===== src/rtl/dealer_pkg.sv =====
// dealer_pkg: shared types and constants for the card dealer slice.
//   card_t      4-bit card code, 0 = empty slot, 1..13 = A..K
//   P1..P3      player slot indices 0..2
//   B1..B3      banker slot indices 3..5
//   state_t     dealer FSM states
package dealer_pkg;

  typedef logic [3:0] card_t;

  localparam card_t CARD_EMPTY = 4'd0;
  localparam card_t RANK_MIN   = 4'd1;
  localparam card_t RANK_MAX   = 4'd13;

  localparam logic [2:0] P1 = 3'd0;
  localparam logic [2:0] P2 = 3'd1;
  localparam logic [2:0] P3 = 3'd2;
  localparam logic [2:0] B1 = 3'd3;
  localparam logic [2:0] B2 = 3'd4;
  localparam logic [2:0] B3 = 3'd5;

  typedef enum logic {IDLE, HOLD} state_t;

endpackage


===== src/rtl/rank_source.sv =====
// rank_source: free-running card rank generator, always yields 1..13.
//   clock   in   fast clock, rising edge
//   resetb  in   asynchronous active-low reset
//   rank    out  current rank (card_t)
// Build option DEALER_LFSR_EN: when defined the rank comes from an 8-bit
// Fibonacci LFSR (taps 8,6,5,4, seed 8'hA5) folded into 1..13; otherwise a
// counter stepping 1,2,...,13,1,...
module rank_source
  import dealer_pkg::*;
(
  input  logic  clock,
  input  logic  resetb,
  output card_t rank
);

`ifdef DEALER_LFSR_EN
  logic [7:0] lfsr_q, lfsr_d;

  // Shift left, feedback from taps 8,6,5,4 (bits 7,5,4,3).
  always_comb begin
    lfsr_d = {lfsr_q[6:0], lfsr_q[7] ^ lfsr_q[5] ^ lfsr_q[4] ^ lfsr_q[3]};
  end

  always_ff @(posedge clock or negedge resetb) begin
    if (!resetb) lfsr_q <= 8'hA5;
    else         lfsr_q <= lfsr_d;
  end

  // Fold the LFSR state into the legal rank range.
  assign rank = card_t'((lfsr_q % 8'd13) + 8'd1);
`else
  card_t rank_q, rank_d;

  always_comb begin
    rank_d = (rank_q == RANK_MAX) ? RANK_MIN : rank_q + 4'd1;
  end

  always_ff @(posedge clock or negedge resetb) begin
    if (!resetb) rank_q <= RANK_MIN;
    else         rank_q <= rank_d;
  end

  assign rank = rank_q;
`endif

endmodule


===== src/rtl/card_dealer.sv =====
// card_dealer: latches the free-running rank into one of six hand slots on a
// deal request and drives the per-card outputs for the 7-segment decoders.
//   clock, resetb        fast clock / asynchronous active-low reset
//   deal, slot[2:0]      deal request and target slot (0-2 player, 3-5 banker)
//   clear_hand           synchronous clear of the whole hand, top priority
//   busy                 high while holding off after a capture
//   done / err           one-cycle pulses: card written / deal rejected
//   pcard1..3, dcard1..3 slot contents, 0 = empty
//   slot_valid[5:0]      bit i set when slot i holds a card
// Build option DEALER_LFSR_EN selects the LFSR rank source (see rank_source).
module card_dealer
  import dealer_pkg::*;
#(
  parameter int HOLD_CYCLES = 4,
  parameter int NUM_SLOTS   = 6
) (
  input  logic                 clock,
  input  logic                 resetb,
  input  logic                 deal,
  input  logic [2:0]           slot,
  input  logic                 clear_hand,
  output logic                 busy,
  output logic                 done,
  output logic                 err,
  output logic [3:0]           pcard1,
  output logic [3:0]           pcard2,
  output logic [3:0]           pcard3,
  output logic [3:0]           dcard1,
  output logic [3:0]           dcard2,
  output logic [3:0]           dcard3,
  output logic [NUM_SLOTS-1:0] slot_valid
);

  localparam int CNT_W = (HOLD_CYCLES > 1) ? $clog2(HOLD_CYCLES) : 1;

  card_t                rank;
  state_t               state_q, state_d;
  logic [CNT_W-1:0]     cnt_q, cnt_d;
  logic [NUM_SLOTS-1:0] valid_q, valid_d;
  logic                 done_q, done_d;
  logic                 err_q, err_d;
  logic [NUM_SLOTS-1:0] wr_en;
  logic                 slot_free;
  card_t                card_q [NUM_SLOTS];
  card_t                card_d [NUM_SLOTS];

  rank_source u_rank_source (
    .clock  (clock),
    .resetb (resetb),
    .rank   (rank)
  );

  // Range test first so out-of-range slots never index valid_q.
  assign slot_free = (int'(slot) < NUM_SLOTS) && !valid_q[slot];

  always_comb begin
    state_d = state_q;
    cnt_d   = cnt_q;
    valid_d = valid_q;
    done_d  = 1'b0;
    err_d   = 1'b0;
    wr_en   = '0;
    if (clear_hand) begin
      // Any simultaneous deal is dropped silently.
      state_d = IDLE;
      cnt_d   = '0;
      valid_d = '0;
    end else begin
      case (state_q)
        IDLE: begin
          if (deal) begin
            if (slot_free) begin
              wr_en   = {{(NUM_SLOTS-1){1'b0}}, 1'b1} << slot;
              valid_d = valid_q | wr_en;
              done_d  = 1'b1;
              state_d = HOLD;
              cnt_d   = CNT_W'(HOLD_CYCLES - 1);
            end else begin
              err_d = 1'b1;
            end
          end
        end
        HOLD: begin
          // Deals are ignored here; leave after HOLD_CYCLES cycles.
          if (cnt_q == '0) state_d = IDLE;
          else             cnt_d   = cnt_q - 1'b1;
        end
        default: state_d = IDLE;
      endcase
    end
  end

  genvar gi;
  generate
    for (gi = 0; gi < NUM_SLOTS; gi++) begin : g_slot
      always_comb begin
        card_d[gi] = card_q[gi];
        if (clear_hand)     card_d[gi] = CARD_EMPTY;
        else if (wr_en[gi]) card_d[gi] = rank;
      end

      always_ff @(posedge clock or negedge resetb) begin
        if (!resetb) card_q[gi] <= CARD_EMPTY;
        else         card_q[gi] <= card_d[gi];
      end
    end
  endgenerate

  always_ff @(posedge clock or negedge resetb) begin
    if (!resetb) begin
      state_q <= IDLE;
      cnt_q   <= '0;
      valid_q <= '0;
      done_q  <= 1'b0;
      err_q   <= 1'b0;
    end else begin
      state_q <= state_d;
      cnt_q   <= cnt_d;
      valid_q <= valid_d;
      done_q  <= done_d;
      err_q   <= err_d;
    end
  end

  assign busy       = (state_q != IDLE);
  assign done       = done_q;
  assign err        = err_q;
  assign slot_valid = valid_q;
  assign pcard1     = card_q[P1];
  assign pcard2     = card_q[P2];
  assign pcard3     = card_q[P3];
  assign dcard1     = card_q[B1];
  assign dcard2     = card_q[B2];
  assign dcard3     = card_q[B3];

endmodule


===== config.mk =====
export PLATFORM = sky130hd
export DESIGN_NAME = card_dealer
export DESIGN_NICKNAME = d
export VERILOG_FILES = /design/src/rtl/dealer_pkg.sv /design/src/rtl/rank_source.sv /design/src/rtl/card_dealer.sv
export SDC_FILE = /design/constraint.sdc
export NUM_CORES = 1
export LEC_CHECK = 0
export ABC_CLOCK_PERIOD_IN_PS = 1660
export CAP_MARGIN = 20
export CORE_MARGIN = 5
export CORE_UTILIZATION = 44
export CTS_CLUSTER_DIAMETER = 100
export DETAILED_ROUTE_END_ITERATION = 8
export HOLD_SLACK_MARGIN = 0.12
export MAX_ROUTING_LAYER = met4
export PLACE_DENSITY_LB_ADDON = 0.08
export SYNTH_ARGS = -nofsm -noshare
export SYNTH_HDL_FRONTEND = slang
export SYNTH_HIERARCHICAL = 1
export SYNTH_SLANG_ARGS = --single-unit

===== constraint.sdc =====
create_clock -name clock -period 1.66 [get_ports clock]
set_input_delay 0.166 -clock clock [delete_from_list [all_inputs] [get_ports clock]]
set_output_delay 0.166 -clock clock [all_outputs]
set_load 0.005 [all_outputs]

==> impl_metrics.yaml, run 1 <==
layout:
  area_growth_pct: 40.0
  final_nets: 221
  layout_cells_sized_above_1_pct: 17.3
  count_of_filler_cells_inserted_in_the_layout: 346
  insertedDiodeCount: 0
  layout.cell_area.non_filler_um2: 2450
critical_path:
  worst_path_largest_cell_delay_ns: 0.58
  worst_setup_path_start_kind: "register"
  worst_path_dominant_cell_family: "simple AND/OR/NAND/NOR gates"
  r2r.worst_path.cells: 4
  setup.worst_path.class: "reg2reg"
  crit_path_top_delay_cell: "sky130_fd_sc_hd__or4_4"
  cp_capture_point: "dcard1[0]$_DFFE_PN0P_"
  worst_r2r_endpoint: "dcard1[0]$_DFFE_PN0P_"
  worst-path-max-fanout: 5
  setup_slack_on_the_worst_flop_to_flop_path_ns: 0.03
  cp.arrival_ns: 1.80
  startpoint: "slot_valid[2]$_DFFE_PN0P_"
  required_ns: 1.82
  timing.critical_path.to_type: "register"
  critical_path.n_buffers_inverters: 0
  worstSetupPathDepth: 4
  critical_path_cell_list: "mux2_4 -> or4_4 -> mux2i_1 -> nor2_1"
  startpoint_of_the_most_critical_register_to_register_path: "slot_valid[2]$_DFFE_PN0P_"
detailed_routing:
  drt_drc_violations_left: 0
  drt_wl_total_um: 4020
  first_iter_violations: 57
  post_route_ant_nets: 0
  drt-vias-per-instance: 5.08
  num_vias: 1341
  detailedRoute.firstPassIterationCount: 4
  detail_route.wl_per_cell_um: 15.2
logic_synthesis:
  muxShareOfSynthArea_pct: 17.0
  synth_compound_gate_area_share_pct: 7.36
  synth_simple_gate_area_share_pct: 14.6
  fraction_of_synthesized_cell_area_taken_by_the_top_area_cell_type_pct: 54.3
  synth_enable_flop_cells: 0
  synth-async-reset-ratio_pct: 100
  post_synth_main_area_contributors: "sky130_fd_sc_hd__dfrtp_1 (54%), sky130_fd_sc_hd__mux2i_1 (15%), sky130_fd_sc_hd__nor2_1 (6.4%)"
  dominant_combinational_cell_family_by_area_after_synthesis: "multiplexers"
  synth_commonest_cells: "sky130_fd_sc_hd__dfrtp_1 (38), sky130_fd_sc_hd__nor2_1 (30), sky130_fd_sc_hd__mux2i_1 (26), sky130_fd_sc_hd__inv_1 (9)"
  synth_warnings: 6
  synth-seq-cells: 39
  synthDistinctLibCells: 34
  adder_and_majority_gate_portion_of_the_synthesized_area_pct: 0.715
  mapped_area_um2: 1750
  synthCells: 155
  yosysTopAreaCell: "sky130_fd_sc_hd__dfrtp_1"
  synth.yosys.seq_area_share_pct: 55.8
  synth-main-ff-cell: "sky130_fd_sc_hd__dfrtp_1"
  yosys.cell_count.top_type: "sky130_fd_sc_hd__dfrtp_1"
  synth.net_count: 163
  synth_xor_area_share_pct: 0
  syn_area_per_cell_um2: 11.3
worst_hold_path:
  worstHoldPathType: "in2async"
timing:
  tightestPinTransition_ns: 0.451
  fmax_ghz: 0.612
  period_needed_ns: 1.63
  rsz0062_at_grt: "yes"
  hold-worst-slack_ns: 0.360
  timing_max_transition_violations_final: 0
  relSlewSlack_pct: 70.0
  timing.final.setup_violations: 0
  hold_violation_count_in_the_final_report: 0
  clock-skew-final_ns: 0.00686
  post-route-period-util_pct: 98.4
clocking:
  maximum_buffer_depth_of_the_clock_tree: 2
  clock_tree_from_tritoncts: "built"
  cts-buffers-inserted: 5
  htree_levels: 2
  worst_skew_pair_later_pin_latency_ns: 0.29
  clkSinkCount: 39
  clk_pin_slew_worst_paths_ns: 0.08
  cts-root-buf: "sky130_fd_sc_hd__clkbuf_8"
global_routing:
  grt_overflow: 0
  number_of_global_route_vias_before_repair: 1435
  antenna_found_initial: 0
  pin_count_of_the_biggest_net_entering_global_routing: 31
  grt_pass1_wl_um: 6830
  grt.total_usage_pct: 17.0
power_and_ir_drop:
  static-leakage-power_uw: 0.00118
  clockPowerShare_pct: 39.3
  p_per_area_nw_per_um2: 830
  pwr-share-comb_pct: 11.9
  portion_of_total_power_attributed_to_sequential_cells_pct: 48.8
  netSwitchingFraction_pct: 22.0
  vdd.ir_drop.worst_mv: 0.775
  internal_power_of_the_cells_uw: 1590
  p_switching_uw: 447
placed_design:
  port-buffer-count: 39
  detailedPlacementHpwl_um: 2870
  gp_congestion: 0.826
  placement.cell_area_um2: 2290
run:
  max-cap-violations: 0
die:
  initial_core_util_pct: 44.7
  design.die.area_um2: 5340
  num_io_pins: 40
  floorplan.core_area_um2: 3910
  chipHeight_um: 73.1
  floorplan.rows: 23
  floorplan.die.width_um: 73.1
run_status:
  run_status: "complete, no violations"
## sequential cells by signal, summed over array words and instances, names as in the netlist
name	count
pcard2	4
u_rank_source/rank	4
slot_valid	6
pcard1	4
pcard3	4
cnt_q	2
dcard1	4
dcard3	4
err	1
done	1
busy	1
dcard2	4
## worst min path at each step
stage	startpoint	to	cells after the start
floorplan	resetb	busy$_DFF_PN0_	0
global placement	resetb	cnt_q[1]$_DFFE_PN0P_	1
detailed placement	resetb	done$_DFF_PN0_	1
CTS	resetb	pcard1[2]$_DFFE_PN0P_	2
global route	resetb	pcard2[1]$_DFFE_PN0P_	2
finish	resetb	pcard1[2]$_DFFE_PN0P_	2
## layout make-up
| class | instances | area [µm²] | share of cell area (%) |
|---|---|---|---|
| clock buffer | 6 | 82.6 | 3.37 |
| clock inverter | 2 | 35.0 | 1.43 |
| inverter | 9 | 33.8 | 1.38 |
| multi-input combinational | 99 | 706 | 28.8 |
| sequential | 39 | 977 | 39.9 |
| tap | 50 | 62.6 | 2.55 |
| timing repair buffer | 59 | 553 | 22.6 |
## layout by cell type, fill, tap and decap left out, drive strengths merged
master          n
a22o            1
a211oi          1
clkinv          1
dfstp           1
nor4b           1
a2111oi         1
ha              1
o21ai           2
o21a            1
dfrtp          38
dlygate4sd3     1
nor2b           3
clkdlybuf4s50  37
a31oi           1
nor4            1
dlygate4sd2     1
clkbuf          6
o2bb2ai         1
nand4           2
mux2i          26
nand2b          3
nor2           30
a311oi          1
inv             9
nor3b           3
nand2           2
nand3           2
o22ai           1
buf            20
bufinv          1
a21boi          1
o32ai           2
or4             1
mux2            3
or2             1
nor3            1
a21oi           6
## routing by layer
metal / track usage [%] / part of all wire, %
met4: 3.69 / 0.25
met5: - / 0
met2: 27.5 / 51
met3: 4.82 / 3.8
met1: 21.2 / 45
## logic make-up after synthesis
kind of cell / Yosys count
AND/OR/NAND/NOR: 50
buffers and inverters: 17
adder cells (fa/ha/maj): 1
multiplexers: 29
AO/OA/AOI/OAI: 19
flip-flops: 39
## stage by stage
step / power, µW / utilization [%] / setup slack (ns) / cells / setup TNS, ns
floorplan: 1120 / - / 0.0203 / 155 / 0
global placement: 1240 / 58.4 / -0.257 / 252 / -3.26
detailed placement: 1250 / 58.4 / -0.327 / 252 / -3.78
CTS: 2060 / 62.0 / 0.000876 / 263 / 0
global route: 2130 / 62.6 / -0.0190 / 264 / -0.0445
finish: 2030 / 62.6 / 0.0260 / 264 / 0
## power by group through the flow
stage	Sequential, µW	Combinational (µW)	Clock (µW)
floorplan	1010	113	0
global placement	1010	229	0
detailed placement	1010	236	0
CTS	990	241	824
global route	993	269	869
finish	991	242	799
## what timing repair did
item	CTS	global route
endpoints found under the hold margin	18	0
hold buffers	1	0
pin swaps	1	3
endpoints found under the setup margin	3	10
gates resized for setup	1	4
setup buffers	2	1
## worst register-to-register path: stages (launching register included)
cell and delay [ns]:
sky130_fd_sc_hd__dfrtp_1 0.39, sky130_fd_sc_hd__mux2_4 0.29, sky130_fd_sc_hd__or4_4 0.58, sky130_fd_sc_hd__mux2i_1 0.20, sky130_fd_sc_hd__nor2_1 0.06
Power figures use the tool's default switching activity.
==> inputs of run 2 (changes only) <==
--- a/config.mk
+++ b/config.mk
@@ -12,2 +12,3 @@
 export CTS_CLUSTER_DIAMETER = 100
+export CTS_CLUSTER_SIZE = 10
 export DETAILED_ROUTE_END_ITERATION = 8
--- a/constraint.sdc
+++ b/constraint.sdc
@@ -3,2 +3,2 @@
 set_output_delay 0.166 -clock clock [all_outputs]
-set_load 0.005 [all_outputs]
+set_load 0.02 [all_outputs]
==> run 2 against run 1 <==
  * Setup slack better by 0.013 ns
  * Global-route usage is essentially flat
  * Die area is the same
  * Sequential power about the same
  * Clock-buffer cell count increased by 2
  * Maximum frequency increased by 0.78%
  * Total power fell by 9.0%
  * Critical path depth stayed put
  * Final cell count unchanged
  * Clock skew fell by 0.00093 ns
  * Non-clock buffer count unchanged
  * Worst hold slack better by 0.050 ns
  * Critical path type unchanged
  * Largest power group unchanged
  * Highest routed layer unchanged
==> impl_metrics.yaml, run 2 (synthesized netlist as in run 1, its figures left out) <==
critical_path:
  required_ns: 1.83
  worst-path-max-fanout: 5
  cp.arrival_ns: 1.79
  timing.critical_path.to_type: "register"
  crit_path_top_delay_cell: "sky130_fd_sc_hd__or4_4"
  setup.worst_path.class: "reg2reg"
  worst_path_largest_cell_delay_ns: 0.58
  critical_path_cell_list: "mux2_4 -> or4_4 -> mux2i_1 -> nor2_1"
  worst_path_dominant_cell_family: "simple AND/OR/NAND/NOR gates"
  critical_path.n_buffers_inverters: 0
  worst_setup_path_start_kind: "register"
timing:
  hold-worst-slack_ns: 0.410
  fmax_ghz: 0.617
  timing_max_transition_violations_final: 0
  relSlewSlack_pct: 62.1
  clock-skew-final_ns: 0.00593
  timing.final.setup_violations: 0
  rsz0062_at_grt: "yes"
  period_needed_ns: 1.62
  tightestPinTransition_ns: 0.569
  hold_violation_count_in_the_final_report: 0
  post-route-period-util_pct: 97.7
layout:
  count_of_filler_cells_inserted_in_the_layout: 342
  final_core_utilization_pct: 61.3
  final_nets: 221
  layout_commonest_cell: "sky130_fd_sc_hd__clkdlybuf4s50_1"
  largest_register_ffs: 6
  layout_cells_sized_above_1_pct: 16.8
  most-common-layout-cells: "sky130_fd_sc_hd__clkdlybuf4s50_1 (37), sky130_fd_sc_hd__dfrtp_1 (36), sky130_fd_sc_hd__nor2_1 (30), sky130_fd_sc_hd__mux2i_1 (26), sky130_fd_sc_hd__buf_4 (18)"
  area_growth_pct: 37.0
  insertedDiodeCount: 0
detailed_routing:
  num_vias: 1363
  detail_route.wl_per_cell_um: 15.3
  first_iter_violations: 47
  detailedRoute.firstPassIterationCount: 4
  post_route_ant_nets: 0
  drt_wl_total_um: 4030
  drt_drc_violations_left: 0
  drt-vias-per-instance: 5.16
clocking:
  cts-root-buf: "sky130_fd_sc_hd__clkbuf_8"
  worst_skew_pair_later_pin_latency_ns: 0.28
  clkSinkCount: 39
  htree_levels: 2
  maximum_buffer_depth_of_the_clock_tree: 2
  clk_pin_slew_worst_paths_ns: 0.07
  clock_tree_from_tritoncts: "built"
  cts-buffers-inserted: 5
global_routing:
  pin_count_of_the_biggest_net_entering_global_routing: 27
  number_of_global_route_vias_before_repair: 1405
  antenna_found_initial: 0
  grt.total_usage_pct: 17.0
  grt_pass1_wl_um: 6760
  grt_overflow: 0
die:
  design.die.area_um2: 5340
  chipHeight_um: 73.1
  initial_core_util_pct: 44.7
  floorplan.rows: 23
  floorplan.die.width_um: 73.1
  floorplan.core_area_um2: 3910
  num_io_pins: 40
power_and_ir_drop:
  vdd.ir_drop.worst_mv: 0.577
  p_per_area_nw_per_um2: 771
  static-leakage-power_uw: 0.00115
placed_design:
  port-buffer-count: 39
  detailedPlacementHpwl_um: 2880
  gp_congestion: 0.796
run:
  max-cap-violations: 0
run_status:
  run_status: "complete, no violations"
worst_hold_path:
  worstHoldPathType: "in2async"
## run 2: power breakdown
group / switching [µW] / total [µW] / internal [µW]
combinational: 142 / 263 / 122
clock: 297 / 596 / 298
sequential: 14.1 / 990 / 976
## run 2: final timing paths
check                                          start                   endpoint  slack, ns  cells past startpoint
setup / recovery           slot_valid[2]$_DFFE_PN0P_      dcard1[0]$_DFFE_PN0P_       0.04                      4
hold / removal                                resetb       cnt_q[0]$_DFFE_PN0P_       0.41                      2
setup reg to reg           slot_valid[2]$_DFFE_PN0P_      dcard1[0]$_DFFE_PN0P_       0.04                      4
hold reg to reg                pcard2[0]$_DFFE_PN0P_      pcard2[0]$_DFFE_PN0P_       0.52                      2
max in group asynchronous                     resetb  slot_valid[2]$_DFFE_PN0P_       0.62                      3
min in group clock             pcard2[0]$_DFFE_PN0P_      pcard2[0]$_DFFE_PN0P_       0.52                      2
## run 2: cell type report
class / instances / area [µm²] / area share, %
clock buffers: 8 / 80.1 / 3.34
inverters: 9 / 33.8 / 1.41
multi-input cells: 99 / 702 / 29.3
flip-flops and latches: 39 / 980 / 40.8
well taps: 50 / 62.6 / 2.61
repair buffers: 59 / 541 / 22.5
## run 2: per-stage QoR
stage,instance area (µm²),worst slack (ns),total power [µW],std cells,TNS (ns)
floorplan,1760,-0.0418,1140,155,-0.292
global placement,2280,-0.254,1260,252,-3.34
detailed placement,2280,-0.306,1270,252,-3.49
CTS,2390,0.0105,1880,264,0
global route,2400,-0.0173,1950,264,-0.0386
finish,2400,0.0388,1850,264,0
## run 2: repair_timing
| action | CTS | global route |
|---|---|---|
| endpoints found under the setup margin | 2 | 9 |
| buffers inserted | 3 | 0 |
| endpoints found under the hold margin | 24 | 0 |
| resized for setup | 1 | 2 |
| hold buffers | 1 | 0 |
| pin swaps | 1 | 2 |
## run 2: routing by layer
layer | vias to the layer above | part of all wire (%) | global-route usage [%]
met2 | 37 | 51 | 27.0
met5 | - | 0 | -
met4 | 0 | 1.2 | 6.35
met1 | 676 | 42 | 19.9
met3 | 6 | 5.1 | 5.51
li1 | 644 | - | -
